[config.mk]
export PLATFORM = sky130hd
export DESIGN_NAME = ccff_chain_loader
export DESIGN_NICKNAME = d
export VERILOG_FILES = /design/src/rtl/ccff_chain_loader.sv
export SDC_FILE = /design/constraint.sdc
export NUM_CORES = 1
export LEC_CHECK = 0
export BUFFER_PORTS_ARGS = -buffer_cell sky130_fd_sc_hd__buf_2
export CORE_MARGIN = 2
export CORE_UTILIZATION = 45
export CTS_CLUSTER_DIAMETER = 50
export DETAILED_ROUTE_END_ITERATION = 7
export PLACE_DENSITY_LB_ADDON = 0.08
export SLEW_MARGIN = 20
export SYNTH_ARGS = -nofsm -noshare
export SYNTH_HDL_FRONTEND = slang
export SYNTH_SLANG_ARGS = --single-unit
[constraint.sdc]
create_clock -name prog_clk -period 4 [get_ports prog_clk]
set_clock_uncertainty 0.1 [all_clocks]
set_input_delay 0.2 -clock prog_clk [delete_from_list [all_inputs] [get_ports prog_clk]]
set_output_delay 0.2 -clock prog_clk [all_outputs]
set_load 0.05 [all_outputs]
[src/rtl/ccff_chain_loader.sv]
// Configuration-chain loader: takes bitstream words over valid/ready and shifts CHAIN_LEN bits LSB-first into ccff_head.
// Define CCFF_READBACK_EN to add readback_crc, a CRC-16-CCITT of ccff_tail taken while the chain shifts.
module ccff_chain_loader #(
  parameter  int CHAIN_LEN = 26,
  parameter  int WORD_W    = 8,
  localparam int CNT_W     = $clog2(CHAIN_LEN + 1)
) (
  input  logic              prog_clk,
  input  logic              prog_reset,
  input  logic              start,
  input  logic              abort,
  input  logic [WORD_W-1:0] cfg_data,
  input  logic              cfg_valid,
  output logic              cfg_ready,
  output logic              ccff_head,
  output logic              ccff_shift_en,
  input  logic              ccff_tail,
  output logic              busy,
  output logic              done,
  output logic              aborted,
  output logic [CNT_W-1:0]  bit_count
`ifdef CCFF_READBACK_EN
  ,
  output logic [15:0]       readback_crc
`endif
);

  localparam int WL_W = $clog2(WORD_W + 1);
  localparam logic [CNT_W-1:0] LAST_BIT = CNT_W'(CHAIN_LEN - 1);
  localparam logic [WL_W-1:0]  WL_FULL  = WL_W'(WORD_W);
  localparam logic [WL_W-1:0]  WL_ONE   = WL_W'(1);

  typedef enum logic [1:0] {
    IDLE  = 2'd0,
    FETCH = 2'd1,
    SHIFT = 2'd2,
    DONE  = 2'd3
  } state_t;

  state_t            state_q, state_d;
  logic [WORD_W-1:0] sreg_q, sreg_d;
  logic [WL_W-1:0]   word_left_q, word_left_d;
  logic [CNT_W-1:0]  bit_count_q, bit_count_d;
  logic              aborted_q, aborted_d;
  logic              crc_init;

  always_ff @(posedge prog_clk) begin
    if (prog_reset) begin
      state_q     <= IDLE;
      sreg_q      <= '0;
      word_left_q <= '0;
      bit_count_q <= '0;
      aborted_q   <= 1'b0;
    end else begin
      state_q     <= state_d;
      sreg_q      <= sreg_d;
      word_left_q <= word_left_d;
      bit_count_q <= bit_count_d;
      aborted_q   <= aborted_d;
    end
  end

  always_comb begin
    state_d       = state_q;
    sreg_d        = sreg_q;
    word_left_d   = word_left_q;
    bit_count_d   = bit_count_q;
    aborted_d     = 1'b0;
    cfg_ready     = 1'b0;
    ccff_shift_en = 1'b0;
    ccff_head     = 1'b0;
    crc_init      = 1'b0;
    case (state_q)
      IDLE: begin
        if (start) begin
          state_d     = FETCH;
          bit_count_d = '0;
          crc_init    = 1'b1;
        end
      end
      FETCH: begin
        if (abort) begin
          state_d   = IDLE;
          aborted_d = 1'b1;
        end else begin
          cfg_ready = 1'b1;
          if (cfg_valid) begin
            sreg_d      = cfg_data;
            word_left_d = WL_FULL;
            state_d     = SHIFT;
          end
        end
      end
      SHIFT: begin
        if (abort) begin
          state_d   = IDLE;
          aborted_d = 1'b1;
        end else begin
          ccff_shift_en = 1'b1;
          ccff_head     = sreg_q[0];
          sreg_d        = sreg_q >> 1;
          word_left_d   = word_left_q - WL_ONE;
          bit_count_d   = bit_count_q + 1'b1;
          // Completion wins over refilling: leftover bits of the last word are dropped.
          if (bit_count_q == LAST_BIT) begin
            state_d = DONE;
          end else if (word_left_q == WL_ONE) begin
            cfg_ready = 1'b1;
            if (cfg_valid) begin
              sreg_d      = cfg_data;
              word_left_d = WL_FULL;
            end else begin
              state_d = FETCH;
            end
          end
        end
      end
      DONE: begin
        state_d = IDLE;
      end
      default: begin
        state_d = IDLE;
      end
    endcase
  end

  assign busy      = (state_q != IDLE);
  assign done      = (state_q == DONE);
  assign aborted   = aborted_q;
  assign bit_count = bit_count_q;

`ifdef CCFF_READBACK_EN
  logic [15:0] crc_q, crc_d;
  logic        crc_fb;

  always_comb begin
    crc_fb = crc_q[15] ^ ccff_tail;
    crc_d  = crc_q;
    if (crc_init) begin
      crc_d = 16'hFFFF;
    end else if (ccff_shift_en) begin
      crc_d = {crc_q[14:0], 1'b0} ^ (crc_fb ? 16'h1021 : 16'h0000);
    end
  end

  always_ff @(posedge prog_clk) begin
    if (prog_reset) begin
      crc_q <= 16'hFFFF;
    end else begin
      crc_q <= crc_d;
    end
  end

  assign readback_crc = crc_q;
`else
  logic unused_readback;
  assign unused_readback = ccff_tail ^ crc_init;
`endif

endmodule
==> results of run 1 <==
-- cell type report --
cell class	instances	area [um^2]
clock buffers	4	36.3
fillers	241	1130
inverters	7	26.3
multi-input cells	94	701
flip-flops and latches	20	400
well taps	30	37.5
repair buffers	24	123
-- flip-flops by register name (all words and copies together) (netlist names) --
| register | count |
|---|---|
| aborted | 1 |
| bit_count | 5 |
| sreg_q | 8 |
| state_q | 2 |
| word_left_q | 4 |
-- final timing paths --
| kind | end | slack (ps) | cells after the start | start |
|---|---|---|---|---|
| worst max-delay path | cfg_ready | 1320 | 6 | state_q[0] |
| worst min-delay path | sreg_q[7] | 30 | 3 | cfg_data[7] |
| worst max register to register | word_left_q[2] | 1840 | 6 | state_q[0] |
| worst min register to register | sreg_q[7] | 370 | 2 | sreg_q[7] |
-- layout by cell type (no fill, tap or decap), types with 2 or more instances in the layout --
master,n
nand3_1,3
nor2b_1,3
nand2_1,7
mux2i_1,10
nor3_1,4
and2_1,2
inv_1,7
nor2_1,15
dfxtp_1,20
or3_1,2
clkbuf_4,3
a21oi_1,4
buf_2,23
or4_1,2
ha_1,9
nand2b_1,3
xor2_1,3
o211ai_1,2
a211oi_2,7
-- power by group through the flow --
stage          logic, mW  clock network, mW  registers, mW
6_report          0.0786              0.118          0.213
5_1_grt           0.0893              0.130          0.214
4_1_cts           0.0792              0.123          0.213
3_5_place_dp      0.0787                  0          0.218
3_3_place_gp      0.0773                  0          0.217
2_1_floorplan     0.0589                  0          0.218
-- tightest hold or removal path, delay by kind of cell --
family | cells | cell delay [ps]
simple gates | 1 | 50
buf+inv | 1 | 100
compound gates | 1 | 60
-- per-stage QoR --
step	worst slack, ps	hold WS (ps)	power (mW)	instance area (um^2)	utilization [%]
finish	1320	34.7	0.409	1320	53.9
global route	1100	64.2	0.434	1320	53.9
CTS	1300	22.1	0.416	1320	53.8
detailed placement	1630	354	0.296	1280	52.3
global placement	1680	344	0.294	1280	52.3
floorplan	927	221	0.277	1150	-
-- per-layer routing --
| metal | global-route usage [%] | up-vias |
|---|---|---|
| met3 | 5.74 | 2 |
| met2 | 27.2 | 17 |
| li1 | - | 486 |
| met5 | 0 | - |
| met4 | 2.50 | 0 |
| met1 | 22.9 | 425 |
-- logic make-up after synthesis --
| group | after synthesis |
|---|---|
| fa+ha+maj | 9 |
| compound gates | 21 |
| flops | 20 |
| xor+xnor | 3 |
| simple gates | 50 |
| mux | 11 |
| buf+inv | 13 |
==> results by group, run 1 <==
STA
  – Max-slew headroom: 51.5%
  – Max Transition Viols Final: 0
  – RSZ-0062 raised after global routing: no
  – Final min period: 2680 ps
  – # setup viols final: 0
  – Max Fclk: 374 MHz
  – Setup TNS: 0 ps
  – Hold Vio Cnt, Final: 0
  – Worst-margin pin slew: 727 ps
  – Final period util: 66.9%

Power and ir drop
  – Worst vdd ir: 0.237 mV
  – Leakage: 0.582 nW
  – Int Power: 0.292 mW
  – P_sw: 0.117 mW
  – Pwr dens: 309 nW/um^2
  – Sw Share: 28.6%
  – Combinational share of power: 19.2%
  – Clk pwr share: 28.8%
  – Seq pwr share: 52.0%

Global route
  – Initial antenna violation count: 0
  – Number of global-route vias before repair: 882
  – First-pass GRT wire length: 3730 um
  – Total gr overflow: 0
  – Maximum number of pins on one net before global-route repair: 20
  – GRT Total Usage: 17.1%

Synth
  – Synth Area in Adders: 9.77%
  – Post-Synth Simple-Gate Area: 22.5%
  – EDFF count, synth: 0
  – Post-synthesis sequential area ratio: 34.7%
  – Synth unique cells: 37
  – Gate Count Post-Synth: 127
  – Most instantiated library cell after synthesis: dfxtp_1
  – Fraction of the mapped netlist area in compound gates: 16.4%
  – Asr flop ratio synth: 0%
  – Yosys top cell by area: dfxtp_1
  – Syn_area_per_cell: 9.07 um^2
  – Proportion of synthesized area in mux cells: 9.66%
  – Yosys top cell area share: 34.7%
  – Xor and xnor area share after synthesis: 2.28%
  – Most frequent cells after synthesis: 20 x dfxtp_1, 16 x nor2_1, 10 x mux2i_1
  – Register bit total from synthesis: 20
  – Largest family of logic cells by synthesized area: simple AND/OR/NAND/NOR gates
  – Synth Net Count: 150
  – Synth warnings: 0
  – Synth Flop Type: dfxtp_1
  – Cell area after synthesis: 1150 um^2
  – Top cells by area, synth: dfxtp_1 35%, ha_1 9.8%, mux2i_1 8.7%

Worst setup path
  – CP max stage delay: 560 ps
  – Crit. End Element: output port
  – Startpoint types: flop
  – Kind of critical path: flop to output port
  – CP bufs+invs: 2
  – CP delay by family, top: simple AND/OR/NAND/NOR gates
  – Cell chain of the critical path: inv_1, ha_1, nor2b_1, nand4b_1, a21boi_0, buf_2
  – WP data arrival: 2380 ps
  – CP Data Required Time: 3700 ps
  – Crit-path slowest cell: nor2b_1
  – Crit Path Max Fanout: 10

Route
  – WL/cell: 11.8 um
  – DRC: 0
  – M1 WL: 1060 um
  – Avg Vias per Cell: 5.20
  – Routed met2 length: 953 um
  – DR pass1 iterations: 4
  – Drt first-iter violations: 9
  – Routed vias: 930
  – Final wirelength: 2120 um
  – Top sig layer: met4
  – Met3 WL: 102 um
  – ANT nets after route: 0

Clock network
  – H-tree depth: 1
  – Clk_lat worst skew: 300 ps
  – CTS tree: done
  – CTS hold repair buffers: 0
  – Sink Count: 20
  – Deepest clock path buffer count: 2
  – Total CTS buffers: 3
  – Post-cts sizing count: 0
  – Clock root buffer master: clkbuf_4
  – Setup bufs post-CTS: 0
  – Clock transition at path regs: 110 ps

Placement
  – IO Port Bufs: 23
  – Placed Cells: 175
  – Routability congestion estimate from global placement: 0.732
  – Post-DP HPWL: 1610 um

Floorplan
  – Row cnt: 18
  – Chip width: 54.6 um
  – Die Span Y: 54.6 um
  – IO Pins: 25
  – Die ar.: 2980 um^2
  – Starting Density: 46.9%
  – Placeable Area: 2450 um^2

Outcome
  – Status: complete, no violations

Cells and area
  – Layout Cells excl Fill: 179
  – Share of layout cells above drive strength 1: 25.5%
  – Synthesis-to-layout area growth: 14.9%
  – Nets: 173
  – Antenna diodes: 0

Hold path
  – Min-delay worst type: primary input to flop

Run
  – Maxcap violations: 0
Note: power is estimated with default switching activity, not from simulation.
==> run 2, diff against run 1 <==
==> constraint.sdc (replaced) <==
create_clock -name prog_clk -period 2.25 [get_ports prog_clk]
set_clock_uncertainty 0.1 [all_clocks]
set_input_delay 0.1125 -clock prog_clk [delete_from_list [all_inputs] [get_ports prog_clk]]
set_output_delay 0.1125 -clock prog_clk [all_outputs]
set_load 0.05 [all_outputs]
==> run 2 against run 1 <==
Critical path depth did not move. Cell count rose by 2.8%. Clock power rose by 75%. Non-clock buffer count rose by 5. Sequential share of layout area fell by 1.1 points. First-iteration DRC count rose by 11%. Critical endpoint unchanged. Largest cell class unchanged. Largest power group unchanged.
==> results by group, run 2 (synthesis gave the netlist of run 1 again) <==
Floorplan
  – Starting Density: 46.9% (unchanged)
  – Die Span Y: 54.6 um (unchanged)
  – Placeable Area: 2450 um^2 (unchanged)
  – Chip width: 54.6 um (unchanged)
  – Row cnt: 18 (unchanged)
  – Die ar.: 2980 um^2 (unchanged)
  – IO Pins: 25 (unchanged)

Placement
  – Post-DP HPWL: 1640 um (+2.0%)
  – IO Port Bufs: 23 (unchanged)
  – Placed Instance Area: 1310 um^2 (+2.1%)
  – Dpl ws: 215 ps (-1410 ps)
  – Placed Cells: 178 (+1.7%)
  – Routability congestion estimate from global placement: 0.755 (+3.2%)

STA
  – Setup TNS: 0 ps (unchanged)
  – Final min period: 2060 ps
  – Worst-margin pin slew: 414 ps (-313 ps)
  – Max Fclk: 487 MHz
  – Final WS setup: 195 ps (-1130 ps)
  – RSZ-0062 raised after global routing: no
  – Hold Vio Cnt, Final: 0 (unchanged)
  – Max Transition Viols Final: 0 (unchanged)
  – # setup viols final: 0 (unchanged)
  – Final period util: 91.3%
  – Max-slew headroom: 72.4% (+21 points)

Run
  – Maxcap violations: 0 (unchanged)

Clock network
  – H-tree depth: 1 (unchanged)
  – Clock root buffer master: clkbuf_4
  – Clk_lat worst skew: 290 ps (about the same)
  – Total CTS buffers: 3 (unchanged)
  – CTS tree: done
  – Deepest clock path buffer count: 2 (unchanged)
  – Setup bufs post-CTS: 0 (unchanged)
  – Sink Count: 20 (unchanged)
  – Clock transition at path regs: 110 ps (about the same)

Global route
  – GRT Total Usage: 17.1% (-0.083 points)
  – Number of global-route vias before repair: 868 (-1.6%)
  – Maximum number of pins on one net before global-route repair: 20 (unchanged)
  – Total gr overflow: 0 (unchanged)
  – First-pass GRT wire length: 3670 um (-1.7%)
  – Initial antenna violation count: 0 (unchanged)

Power and ir drop
  – Pwr dens: 531 nW/um^2 (+72%)
  – Design Power: 0.732 mW (+79%)
  – Worst vdd ir: 0.305 mV (+29%)
  – Leakage: 0.605 nW (+4.0%)

Cells and area
  – Synthesis-to-layout area growth: 19.7%
  – Post-route cell area: 1380 um^2 (+4.2%)
  – Fillers: 258 (+7.1%)
  – Nets: 178 (+2.9%)
  – Antenna diodes: 0 (unchanged)
  – Max reg flops: 8 (unchanged)
  – Share of layout cells above drive strength 1: 28.6% (+3.1 points)
  – Layout Cells excl Fill: 184 (+2.8%)
  – Register Area: 402 um^2 (+0.31%)
  – Multi-input logic area: 712 um^2 (+1.6%)
  – Commonest non-fill, non-tap cells in the layout: 23 x buf_2, 19 x dfxtp_1, 16 x nor2_1
  – Commonest non-fill, non-tap cell in the layout: buf_2
  – Most flops, register: sreg_q

Route
  – WL/cell: 12.3 um (+3.8%)
  – Routed vias: 966 (+3.9%)
  – DRC: 0 (unchanged)
  – DR pass1 iterations: 4 (unchanged)
  – ANT nets after route: 0 (unchanged)
  – Avg Vias per Cell: 5.25 (+1.0%)
  – Final wirelength: 2260 um (+6.7%)
  – Drt first-iter violations: 10 (+1)

Worst setup path
  – Crit Path Max Fanout: 8 (-2)
  – WP data arrival: 1840 ps (-540 ps)
  – Kind of critical path: flop to output port
  – Worst reg-to-reg setup slack: 290 ps (-1550 ps)
  – CP Data Required Time: 2040 ps (-1660 ps)
  – Crit. End Element: output port
  – CP max stage delay: 350 ps (-210 ps)
  – Crit-path slowest cell: dfxtp_1
  – Startpoint types: flop
  – Cell chain of the critical path: inv_1, ha_2, nor2b_4, nand4b_1, a21boi_2, buf_2

Hold path
  – Min-delay worst type: primary input to flop

Outcome
  – Status: complete, no violations
==> run 2: stage by stage <==
| stage | util, % | hold slack [ps] |
|---|---|---|
| final | 56.2 | 28.7 |
| after global routing | 56.2 | 49.9 |
| after CTS | 56.0 | 16.5 |
| after detailed placement | 53.5 | 277 |
| after global placement | 53.5 | 277 |
| after floorplan | - | 133 |
==> run 2: metal layers <==
layer,GRT usage [%],part of all wire (%),up-vias
met5,0,0,-
li1,-,-,499
met1,19.5,45,448
met2,30.0,50,15
met3,3.28,3.4,4
met4,8.33,1.3,0
==> run 2: path summary, 6_finish.rpt <==
| check | from | endpoint | depth (start not counted) |
|---|---|---|---|
| worst min-delay path | start | bit_count[4] | 3 |
| worst max register to register | state_q[0] | word_left_q[2] | 6 |
| worst max-delay path | state_q[0] | cfg_ready | 6 |
| worst min register to register | sreg_q[7] | sreg_q[7] | 2 |
==> run 2: final cells by class <==
cell class | count | area share (%)
multi-input combinational | 94 | 51.6
sequential | 20 | 29.1
timing repair buffer | 29 | 12.0
tap | 30 | 2.72
clock buffer | 4 | 2.63
inverter | 7 | 1.91
==> run 2: power by group <==
group / total [mW] / switching (mW) / internal, mW
combinational: 0.148 / 0.0895 / 0.0581
clock: 0.206 / 0.107 / 0.0986
sequential: 0.378 / 0.00937 / 0.369
total: 0.732 / 0.206 / 0.526
==> run 2: critical path: cells and delay by family, from the launching register on <==
family,cells,cell delay [ps]
DFF,1,350
buffers and inverters,2,380
and+or+nand+nor,2,370
adders and majority gates,1,290
AOI/OAI and AO/OA,1,150
==> run 2: repair_timing <==
action,4_1_cts,5_1_grt
pin swaps,0,0
endpoints found under the hold margin,2,0
endpoints found under the setup margin,1,1
gates resized for setup,2,1
hold buffers,2,0
==> run 3, diff against run 2 <==
--- a/config.mk
+++ b/config.mk
@@ -11,6 +11,7 @@
 export CTS_CLUSTER_DIAMETER = 50
 export DETAILED_ROUTE_END_ITERATION = 7
 export PLACE_DENSITY_LB_ADDON = 0.08
+export REMOVE_ABC_BUFFERS = 1
 export SLEW_MARGIN = 20
 export SYNTH_ARGS = -nofsm -noshare
 export SYNTH_HDL_FRONTEND = slang
==> run 3 against run 2 <==
Routed wire length fell by 6.5%. Clock power hardly changed. Clock-buffer cell count is the same. Utilization is 0.20 points lower. Critical path depth is the same. Sequential share of layout area hardly changed. Global-route usage is 0.51 points lower. First-iteration DRC count grew 40%. Worst setup slack lost 53 ps. Via count up 1.3%.
==> results by group, run 3 (synthesis gave the netlist of run 1 again) <==
Clock network
  – Clock root buffer master: clkbuf_4
  – Setup bufs post-CTS: 0 (unchanged)
  – Total CTS buffers: 3 (unchanged)
  – Sink Count: 20 (unchanged)
  – Clock transition at path regs: 110 ps (about the same)
  – CTS tree: done
  – H-tree depth: 1 (unchanged)
  – Deepest clock path buffer count: 2 (unchanged)
  – Clk_lat worst skew: 290 ps (about the same)

Outcome
  – Status: complete, no violations

Worst setup path
  – CP max stage delay: 340 ps (about the same)
  – Cell chain of the critical path: inv_1, ha_1, nor2b_2, nand4b_1, a21boi_0, buf_2
  – Crit. End Element: output port
  – CP Data Required Time: 2040 ps (about the same)
  – Kind of critical path: flop to output port
  – CP bufs+invs: 2 (unchanged)
  – Crit-path slowest cell: dfxtp_1
  – CP delay by family, top: buffers and inverters
  – WP data arrival: 1900 ps (+60 ps)
  – Crit Path Max Fanout: 5 (-3)
  – Startpoint types: flop

Route
  – M1 WL: 983 um (-4.2%)
  – Drt first-iter violations: 14 (+4)
  – Top sig layer: met4
  – WL/cell: 11.4 um (-7.0%)
  – DRC: 0 (unchanged)
  – Routed vias: 979 (+1.3%)
  – Final wirelength: 2120 um (-6.5%)
  – Met3 WL: 85 um (+9.0%)
  – DR pass1 iterations: 4 (unchanged)
  – ANT nets after route: 0 (unchanged)
  – Routed met2 length: 1030 um (-8.7%)
  – Avg Vias per Cell: 5.29 (+0.80%)

Power and ir drop
  – Worst vdd ir: 0.393 mV (+29%)
  – Seq pwr share: 51.9% (+0.2 points)
  – Clk pwr share: 28.1% (about the same)
  – Sw Share: 28.0% (-0.18 points)
  – Leakage: 0.611 nW (+0.98%)
  – P_sw: 0.204 mW (-1.1%)
  – Pwr dens: 530 nW/um^2 (about the same)
  – Int Power: 0.525 mW (-0.17%)
  – Design Power: 0.729 mW (-0.43%)
  – Combinational share of power: 20.0% (-0.2 points)

Cells and area
  – Commonest non-fill, non-tap cells in the layout: 23 x buf_2, 20 x dfxtp_1, 16 x nor2_1
  – Max reg flops: 8 (unchanged)
  – Most flops, register: sreg_q
  – Share of layout cells above drive strength 1: 27.1% (-1.5 points)
  – Antenna diodes: 0 (unchanged)
  – Nets: 179 (+0.56%)
  – Layout Cells excl Fill: 185 (+0.54%)
  – Synthesis-to-layout area growth: 19.2%
  – Commonest non-fill, non-tap cell in the layout: buf_2

Floorplan
  – Placeable Area: 2450 um^2 (unchanged)
  – Die Span Y: 54.6 um (unchanged)
  – Starting Density: 46.9% (unchanged)
  – Die ar.: 2980 um^2 (unchanged)
  – Row cnt: 18 (unchanged)
  – Chip width: 54.6 um (unchanged)
  – IO Pins: 25 (unchanged)

STA
  – Max-slew headroom: 71.5% (-0.87 points)
  – Worst-margin pin slew: 427 ps (+13.1 ps)
  – Final min period: 2110 ps (+53.5 ps)
  – RSZ-0062 raised after global routing: no
  – Final period util: 93.7% (+2.4 points)
  – # setup viols final: 0 (unchanged)
  – Max Transition Viols Final: 0 (unchanged)
  – Max Fclk: 474 MHz (-2.5%)
  – Hold Vio Cnt, Final: 0 (unchanged)

Hold path
  – Min-delay worst type: primary input to flop

Placement
  – Routability congestion estimate from global placement: 0.669 (-11%)
  – IO Port Bufs: 23 (unchanged)
  – Placed Cells: 179 (+0.56%)
  – Post-DP HPWL: 1630 um (-0.75%)

Global route
  – Maximum number of pins on one net before global-route repair: 20 (unchanged)
  – Total gr overflow: 0 (unchanged)
  – Number of global-route vias before repair: 872 (+0.46%)
  – Initial antenna violation count: 0 (unchanged)
  – GRT Total Usage: 16.6% (-0.51 points)
  – First-pass GRT wire length: 3640 um (-0.74%)

Run
  – Maxcap violations: 0 (unchanged)
run 3: cell types whose count changed in the layout (fill, tap and decap cells not counted), sizes merged:
cell | before | now
buf | 27 | 28
run 3: repair_timing:
| item | 4_1_cts | 5_1_grt |
|---|---|---|
| gates resized for setup | 0 | 1 |
| hold buffers | 2 | 0 |
| endpoints found under the hold margin | 2 | 0 |
| endpoints found under the setup margin | 0 | 1 |
run 3: worst reg2reg max path: stages, from the launching register on:
cell and delay [ps]:
dfxtp_1 410, inv_1 60, ha_1 170, and4b_1 240
o41ai_2 290, buf_4 260, mux2i_1 250, a211oi_2 90
run 3: final timing paths:
check | start | depth (start not counted) | endpoint | slack [ps]
setup / recovery | state_q[0] | 6 | cfg_ready | 140
hold / removal | start | 3 | bit_count[2] | 40
setup reg to reg | bit_count[1] | 7 | sreg_q[1] | 280
hold reg to reg | sreg_q[7] | 2 | sreg_q[7] | 370
run 3: layout make-up:
type	instances	area (um^2)
Multi-Input combinational cell	94	701
Fill cell	243	1080
Timing Repair Buffer	30	173
Sequential cell	20	400
Clock buffer	4	36.3
Inverter	7	26.3
Tap cell	30	37.5
run 3: per-layer routing:
metal  global-route usage, %  vias to the layer above
met3                    3.28                        2
met4                    5.00                        0
met2                    28.4                       21
met5                       0                        -
met1                    20.7                      458
li1                        -                      498
run 3: stage by stage:
stage	hold WS [ps]	setup TNS (ps)	setup WS, ps	instance area [um^2]	utilization, %
2_1_floorplan	77.1	-7090	-1000	1120	-
3_3_place_gp	275	0	320	1320	53.6
3_5_place_dp	281	0	266	1320	53.6
4_1_cts	27.0	0	49.8	1370	55.9
5_1_grt	23.8	0	16.6	1370	56.0
6_report	36.5	0	141	1370	56.0
run 3: power by group through the flow:
stage          combinational, mW  sequential [mW]  clock (mW)
2_1_floorplan             0.0979            0.388           0
3_3_place_gp               0.141            0.386           0
3_5_place_dp               0.144            0.387           0
4_1_cts                    0.147            0.379       0.212
5_1_grt                    0.161            0.380       0.225
6_report                   0.146            0.378       0.205
